===== config.mk =====
export PLATFORM = sky130hd
export DESIGN_NAME = hash_round_engine
export DESIGN_NICKNAME = d
export VERILOG_FILES = /design/src/rtl/hash_pkg.sv /design/src/rtl/hash_round_fn.sv /design/src/rtl/hash_round_engine.sv
export SDC_FILE = /design/constraint.sdc
export NUM_CORES = 1
export LEC_CHECK = 0
export ABC_AREA = 1
export CAP_MARGIN = 15
export CORE_ASPECT_RATIO = 0.7
export CORE_MARGIN = 2
export CORE_UTILIZATION = 60
export CTS_BUF_LIST = sky130_fd_sc_hd__clkbuf_8
export CTS_CLUSTER_DIAMETER = 50
export CTS_CLUSTER_SIZE = 10
export DETAILED_ROUTE_END_ITERATION = 8
export PLACE_DENSITY = 0.88
export SYNTH_ARGS = -nofsm -noshare
export SYNTH_HDL_FRONTEND = slang
export SYNTH_SLANG_ARGS = --single-unit
export TNS_END_PERCENT = 30

===== constraint.sdc =====
create_clock -name clk -period 2.3 [get_ports clk]
set_input_delay 0.23 -clock clk [delete_from_list [all_inputs] [get_ports clk]]
set_output_delay 0.23 -clock clk [all_outputs]
set_load 0.02 [all_outputs]

===== src/rtl/hash_pkg.sv =====
// ---------------------------------------------------------------------------
// hash_pkg -- shared definitions for the hash round engine.
//   state_t    : FSM state encoding used by hash_round_engine
//   lane_arr_t : lane array for the default configuration (4 lanes x 8 bits)
// ---------------------------------------------------------------------------
package hash_pkg;

    typedef enum logic [2:0] {
        IDLE       = 3'b000,
        CALC_SA    = 3'b001,
        CALC_ROUND = 3'b010,
        CALC_FINAL = 3'b011,
        DONE       = 3'b100
    } state_t;

    localparam int DEF_LANES = 4;
    localparam int DEF_W     = 8;

    typedef logic [DEF_LANES-1:0][DEF_W-1:0] lane_arr_t;

endpackage


===== src/rtl/hash_round_fn.sv =====
// ---------------------------------------------------------------------------
// hash_round_fn -- one combinational round of the lane mixing function.
//   s      : current lane state (LANES x W)
//   r      : round counter, already sized to W bits
//   s_next : next lane state
// Each lane XORs itself with its right-hand neighbour, rotates left by
// (2i+1) mod W, and lane 0 additionally absorbs the round counter.
// ---------------------------------------------------------------------------
module hash_round_fn #(
    parameter int LANES = 4,
    parameter int W     = 8
) (
    input  logic [LANES-1:0][W-1:0] s,
    input  logic [W-1:0]            r,
    output logic [LANES-1:0][W-1:0] s_next
);

    for (genvar i = 0; i < LANES; i++) begin : g_lane
        localparam int K  = (2 * i + 1) % W;
        localparam int NB = (i + 1) % LANES;

        logic [W-1:0] t_s;
        logic [W-1:0] rot_s;

        assign t_s = s[i] ^ s[NB];
        // A rotation amount of 0 (odd W dividing 2i+1) shifts right by W, which yields zero.
        assign rot_s = (t_s << K) | (t_s >> (W - K));

        if (i == 0) begin : g_inject
            assign s_next[i] = rot_s ^ r;
        end else begin : g_plain
            assign s_next[i] = rot_s;
        end
    end

endmodule


===== src/rtl/hash_round_engine.sv =====
// ---------------------------------------------------------------------------
// hash_round_engine -- iterative lane-mixing hash engine.
//   clk, rst_n           : clock, synchronous active-low reset
//   in_valid / in_ready  : block handshake for H_in (message) and IV (chaining)
//   out_valid / out_ready: digest handshake for H_out
//   busy                 : high in every state except IDLE
// Flow: IDLE -> CALC_SA (s = H_in + IV) -> CALC_ROUND (ROUNDS cycles)
//       -> CALC_FINAL (load H_out) -> DONE (hold until out_ready) -> IDLE.
// Build option: HASH_ROUND_FEEDFORWARD_EN makes H_out = s ^ IV instead of s;
// latency and handshake are the same in both builds.
// ---------------------------------------------------------------------------
module hash_round_engine
    import hash_pkg::*;
#(
    parameter int LANES  = 4,
    parameter int W      = 8,
    parameter int ROUNDS = 4
) (
    input  logic                     clk,
    input  logic                     rst_n,
    input  logic                     in_valid,
    output logic                     in_ready,
    input  logic [LANES-1:0][W-1:0]  H_in,
    input  logic [LANES-1:0][W-1:0]  IV,
    output logic                     out_valid,
    input  logic                     out_ready,
    output logic [LANES-1:0][W-1:0]  H_out,
    output logic                     busy
);

    // Counter is wide enough to hold ROUNDS, so it never wraps inside a block.
    localparam int             RW         = $clog2(ROUNDS) + 1;
    localparam logic [RW-1:0]  LAST_ROUND = RW'(ROUNDS - 1);

    state_t                     state_r;
    state_t                     state_n_s;
    logic                       in_ready_r;
    logic                       out_valid_r;
    logic                       busy_r;
    logic [RW-1:0]              round_r;
    logic [LANES-1:0][W-1:0]    hin_r;
    logic [LANES-1:0][W-1:0]    iv_r;
    logic [LANES-1:0][W-1:0]    s_r;
    logic [LANES-1:0][W-1:0]    h_out_r;
    logic [LANES-1:0][W-1:0]    sum_s;
    logic [LANES-1:0][W-1:0]    round_s;
    logic [LANES-1:0][W-1:0]    final_s;
    logic [W-1:0]               r_lane_s;

    // Present r[W-1:0] to the round function: truncate or zero-extend.
    if (RW >= W) begin : g_r_trunc
        assign r_lane_s = round_r[W-1:0];
    end else begin : g_r_ext
        assign r_lane_s = {{(W - RW){1'b0}}, round_r};
    end

    hash_round_fn #(
        .LANES (LANES),
        .W     (W)
    ) u_round_fn (
        .s      (s_r),
        .r      (r_lane_s),
        .s_next (round_s)
    );

    // Initial lane state: per-lane modular sum of message and chaining value.
    always_comb begin
        sum_s = '0;
        for (int i = 0; i < LANES; i++) begin
            sum_s[i] = hin_r[i] + iv_r[i];
        end
    end

    // Digest formation from the final lane state.
    always_comb begin
        final_s = '0;
        for (int i = 0; i < LANES; i++) begin
`ifdef HASH_ROUND_FEEDFORWARD_EN
            final_s[i] = s_r[i] ^ iv_r[i];
`else
            final_s[i] = s_r[i];
`endif
        end
    end

    // Next-state logic; in_valid is only looked at in IDLE, so busy states ignore it.
    always_comb begin
        state_n_s = state_r;
        case (state_r)
            IDLE: begin
                if (in_valid) begin
                    state_n_s = CALC_SA;
                end else begin
                    state_n_s = IDLE;
                end
            end
            CALC_SA: begin
                state_n_s = CALC_ROUND;
            end
            CALC_ROUND: begin
                if (round_r == LAST_ROUND) begin
                    state_n_s = CALC_FINAL;
                end else begin
                    state_n_s = CALC_ROUND;
                end
            end
            CALC_FINAL: begin
                state_n_s = DONE;
            end
            DONE: begin
                if (out_ready) begin
                    state_n_s = IDLE;
                end else begin
                    state_n_s = DONE;
                end
            end
            default: begin
                state_n_s = IDLE;
            end
        endcase
    end

    // State register plus handshake flags, all registered from the next state.
    always_ff @(posedge clk) begin
        if (!rst_n) begin
            state_r     <= IDLE;
            in_ready_r  <= 1'b1;
            out_valid_r <= 1'b0;
            busy_r      <= 1'b0;
        end else begin
            state_r     <= state_n_s;
            in_ready_r  <= (state_n_s == IDLE);
            out_valid_r <= (state_n_s == DONE);
            busy_r      <= (state_n_s != IDLE);
        end
    end

    // Datapath: input latching, lane state, round counter and digest register.
    always_ff @(posedge clk) begin
        if (!rst_n) begin
            hin_r   <= '0;
            iv_r    <= '0;
            s_r     <= '0;
            h_out_r <= '0;
            round_r <= '0;
        end else begin
            case (state_r)
                IDLE: begin
                    if (in_valid) begin
                        hin_r <= H_in;
                        iv_r  <= IV;
                    end else begin
                        hin_r <= hin_r;
                        iv_r  <= iv_r;
                    end
                end
                CALC_SA: begin
                    s_r     <= sum_s;
                    round_r <= '0;
                end
                CALC_ROUND: begin
                    s_r     <= round_s;
                    round_r <= round_r + {{(RW - 1){1'b0}}, 1'b1};
                end
                CALC_FINAL: begin
                    h_out_r <= final_s;
                end
                default: begin
                    h_out_r <= h_out_r;
                end
            endcase
        end
    end

    assign in_ready  = in_ready_r;
    assign out_valid = out_valid_r;
    assign busy      = busy_r;
    assign H_out     = h_out_r;

endmodule


* Word-level counts from Yosys, hierarchy flattened
Index checks and enable logic that the tools add are counted.
Widths: inputs -> output; s select.
** Word-level totals
- Register bits after elaboration :: 137
- Bits in latches :: 0
- RAM bits :: 0
- ROM bits :: 0
- Bits of input ports :: 68
- Output and inout port bits :: 35
- Memories kept :: 0
** Operators by class
- Add/sub/neg operators :: 5
- $mul :: 0
- Div/mod/pow operators :: 0
- Magnitude comparators :: 0
- Eq/ne operators :: 6
- Shifts and indexed selects :: 0
- Muxes and demuxes :: 6
- Bitwise logic cells :: 9
- Reduce and logical (&&, ||, !) cells :: 5
** Operators by type and width (number)
- $pmux 32 s2 :: 1
- $add 8x8->8 :: 4
- $xor 8x8->8 :: 4
- $pmux 3 s5 :: 1
- $eq 3x2->1 const B :: 3
- $or 8x1->8 :: 1
- $or 8x3->8 :: 1
- $or 8x5->8 :: 1
- $or 8x7->8 :: 1
- $xor 8x3->8 :: 1
- $eq 3x3->1 const B :: 2
- $logic_not 3->1 :: 2
- $pmux 3 s2 :: 1
- $add 3x1->3 const B :: 1
- $eq 3x1->1 const B :: 1
- $mux 3 :: 1
- $reduce_bool 3->1 :: 1
- $mux 1 :: 2
- $reduce_and 2->1 :: 1
- $reduce_bool 2->1 :: 1

* Depth between registers and ports, before layout
- Depth after elaboration :: 4
- Depth in mapped cells :: 11
- Depth with buffers taken out :: 11

* By module
From an unflattened synthesis, not the netlist that was laid out.
** Second synthesis, totals
- Cells, all modules :: 981
- Area total of the unflattened synthesis :: 6855.3 um^2
** By module, submodules not included
- hash_round_engine :: times used 1, cells an instance 885, area an instance 6364.9 um^2
- hash_round_fn :: times used 1, cells an instance 96, area an instance 490.5 um^2

* Least setup slack after synthesis
Ideal clock, no wire load.
- Path kind :: register to register
- Start point :: reg hin_r[0] (netlist name)
- End point :: reg s_r (netlist bit final_s[4])
- Setup time :: 0.070 ns
- Arrival :: 1.419 ns
- Data required time :: 2.230 ns
- Slack :: 0.811 ns
- Stages on the path, launching flop included :: 11
- Buffers on the path :: 0
- Clock period less this slack :: 1.489 ns
- Cell sequence :: dfxtp_1 -> ha_1 -> inv_1 -> fa_1 -> inv_1 -> nand2_1 -> nand2_1 -> and2_1 -> or2_1 -> nand3_1 -> a21oi_1
** On the way
- Word-level cells in the longest chain between the ends :: 2
** RTL lines
- start: declaration :: line hash_round_engine.sv:41 : logic [LANES-1:0][W-1:0] hin_r;
- start signal: assignment :: line hash_round_engine.sv:150 : hin_r <= H_in;
- start signal: assignment :: line hash_round_engine.sv:153 : hin_r <= hin_r;
- $add 8x8->8 :: line hash_round_engine.sv:70 : sum_s[i] = hin_r[i] + iv_r[i];
- $pmux 32 s2 :: line hash_round_engine.sv:147 : case (state_r)
- end signal: assignment :: line hash_round_engine.sv:158 : s_r <= sum_s;
- end signal: assignment :: line hash_round_engine.sv:162 : s_r <= round_s;
- end: declaration :: line hash_round_engine.sv:43 : logic [LANES-1:0][W-1:0] s_r;
Every way passes these cells.
A chain may end at the register's enable or synchronous reset.

* Worst setup path in the final report
Ends and elaborated chain as after synthesis.

==> flow_summary_export.csv <==
group,metric,value,unit
timing,fin_crit_sh,78.6,%
synth,synth.top_cell.area_share,41.3,%
timing,maxSlewHeadroom,39.0,%
die,start_util,60.9,%
detailed_routing,wirelength,15900,um
clock_network,clock_path_buffers,2,
timing,finalHoldViolCount,0,
die,fp.dieH,92.0,um
place,place_inst,1112,
critical_path,arrival,2190,ps
synth,synth_area,0.00663,sq mm
timing,setup_violations,0,
critical_path,crit_required,2680,ps
detailed_routing,wl_per_cell,13.9,um
power,power_density,756,mW/mm^2
synth,async_flop_share,0,%
critical_path,cp-start-kind,"flip-flop",
clock_network,hold_buffers,0,
synth,yosys.cell_types.count,30,
cells_and_area,nets,1080,
synth,yosysWarnings,0,
critical_path,reg2reg_slack,490,ps
clock_network,cts_tree,"done",
critical_path,worstSetupPathType,"reg2reg",
die,io_pins,103,
synth,syn_inst,896,
critical_path,endpoint_kind,"flip-flop",
clock_network,cts_setup_buffers,0,
global_route,overflow,0,
detailed_routing,first_pass_iters,5,
detailed_routing,vias_per_cell,5.37,
power,ir_drop,428,uV
synth,synth_edf_count,0,
detailed_routing,drt-initial-drc-count,455,
global_route,groute.usage.overall,27.8,%
synth,avgSynthCellArea,7.40,sq um
detailed_routing,drc_errors,0,
place,place_congestion,0.890,
global_route,antenna_found_initial,0,
critical_path,r2r_cells,10,
clock_network,numCtsBuffers,17,
die,fp-row-count,32,
min_path,hold_start,"rst_n",
die,die_area,0.0119,sq mm
timing,fin_tns_setup,0,ps
timing,slew_violations,0,
power,leakage,3.69,nW
timing,post-route-min-period,1810,ps
critical_path,r2r-start,"hin_r[0]$_SDFFE_PN0N_",
synth,ys_seq_area_share,41.3,%
timing,tightest_slew,914,ps
clock_network,clock_latency,440,ps
run,drv_cap,0,
timing,finClkSkew,12.8,ps
die,core-area,0.0109,sq mm
synth,synth_seq_cells,137,
min_path,whs_path_depth,3,
synth,synth_area_leaders,"dfxtp_1 (41%), nor2_1 (11%), o21ai_0 (7.2%), a21oi_1 (5.8%), ha_1 (5.7%)",
timing,rsz0062_at_grt,"no",
global_route,grt_max_degree,88,
detailed_routing,ant_nets,0,
die,fp.dieW,130,um
cells_and_area,area_growth,22.1,%
synth,synth_ff_type,"dfxtp_1",
min_path,hold_path.class,"in2reg",
global_route,grt_pass1_vias,5641,
cells_and_area,drive_gt1_share,6.36,%
global_route,grt_pass1_wl,26400,um
critical_path,rr_endpoint,"final_s[4]$_SDFFE_PN0P_",
clock_network,cts-root-buf,"clkbuf_8",
place,dpl.hpwl,11200,um
place,portBuffers,102,
synth,syn-num-nets,998,
clock_network,htree_levels,4,
clock_network,cts_resized,0,
cells_and_area,diodes,0,
timing,max_freq,553,MHz
min_path,hold-path-endpoint,"in_ready$_SDFF_PN1_",
detailed_routing,vias,6144,
synth,yosysTopAreaCell,"dfxtp_1",
clock_network,clkSinkCount,137,
clock_network,clk_pin_slew,80,ps
critical_path,path_max_fanout,2,
cells_and_area,instances_no_fill,1144,
run_status,status,"completed",
cells in the final DEF (no fill, tap or decap), types with 4 or more instances in the layout:
master	n
a21oi_1	77
a31oi_1	7
and2_1	4
buf_4	5
clkbuf_8	17
clkdlybuf4s50_1	101
clkinvlp_4	5
dfxtp_1	137
fa_1	4
ha_1	30
inv_1	49
inv_2	4
nand2_1	97
nand3_1	41
nand3b_1	12
nor2_1	194
o21ai_0	95
o21ai_1	32
or2_1	11
or2_2	13
xnor2_1	7
xor2_1	26
cells in the mapped netlist, types with 11 or more instances:
master / number
o21ai_0: 95
or2_2: 13
inv_1: 48
a21oi_1: 77
buf_2: 18
ha_1: 30
nand3_1: 41
o21ai_1: 32
or2_1: 11
buf_4: 11
nand2_1: 97
xor2_1: 26
dfxtp_1: 137
clkbuf_1: 16
nand3b_1: 12
nor2_1: 194
registers in the layout, summed over array words and instances (netlist names):
name and count:
H_out 32, busy 1, final_s 32, hin_r 32
in_ready 1, iv_r 32, out_valid 1, round_r 3
state_r 3
power breakdown:
| part | switching [mW] | internal [mW] |
|---|---|---|
| clock | 0.972 | 1.07 |
| sequential | 0.216 | 2.58 |
| combinational | 0.711 | 0.570 |
| total | 1.90 | 4.23 |
critical path: stages, from the launching register on:
cell and delay [ps]:
dfxtp_1 370, ha_1 190, inv_1 70, fa_1 410, inv_1 70, nand2_1 50, nand2_1 70, and2_1 130
or2_1 100, nand3_1 130, a21oi_1 170
kinds of logic (layout without fill, tap and decap cells):
family,count (synthesis),count (layout),share of synthesized area (%)
compound gates,213,213,16.3
xor+xnor,33,33,4.36
fa+ha+maj,34,34,6.87
buf+inv,100,195,6.73
flops,137,137,41.3
simple gates,379,379,24.4
routing by layer:
metal  vias to the layer above  share of wire, %  global-route usage [%]
met5                         -                 0                       0
met2                       250                45                    45.1
met1                      2772                46                    37.6
met4                         0               1.4                    7.35
met3                        26               7.5                    6.07
li1                       3096                 -                       -
how the worst max path moves through the flow:
stage	from	end	slack [ps]	depth (start not counted)
2_1_floorplan	hin_r[0]$_SDFFE_PN0N_	final_s[4]$_SDFFE_PN0P_	810	10
3_3_place_gp	in_valid	iv_r[0]$_SDFFE_PN0N_	530	7
3_5_place_dp	in_valid	iv_r[0]$_SDFFE_PN0N_	430	7
4_1_cts	hin_r[0]$_SDFFE_PN0N_	final_s[4]$_SDFFE_PN0P_	500	10
5_1_grt	hin_r[8]$_SDFFE_PN0N_	final_s[12]$_SDFFE_PN0P_	400	10
6_report	hin_r[0]$_SDFFE_PN0N_	final_s[4]$_SDFFE_PN0P_	490	10
area by class of cell:
class	instances	area, sq um
fillers	845	2790
multi-input cells	659	3440
repair buffers	110	1110
flip-flops and latches	137	2740
clock buffers	17	234
clock inverters	15	176
well taps	153	191
inverters	53	199
per-stage QoR:
| stage | instance area (sq um) | setup WS [ps] | power, mW | utilization (%) | hold slack [ps] |
|---|---|---|---|---|---|
| 6_report | 8100 | 493 | 6.13 | 74.4 | 260 |
| 5_1_grt | 8100 | 403 | 6.42 | 74.4 | 294 |
| 4_1_cts | 8100 | 505 | 6.12 | 74.4 | 267 |
| 3_5_place_dp | 7690 | 428 | 4.10 | 70.6 | 477 |
| 3_3_place_gp | 7690 | 527 | 4.06 | 70.6 | 467 |
| 2_1_floorplan | 6630 | 811 | 3.69 | - | 377 |
Note: power is estimated with default switching activity, not from simulation.
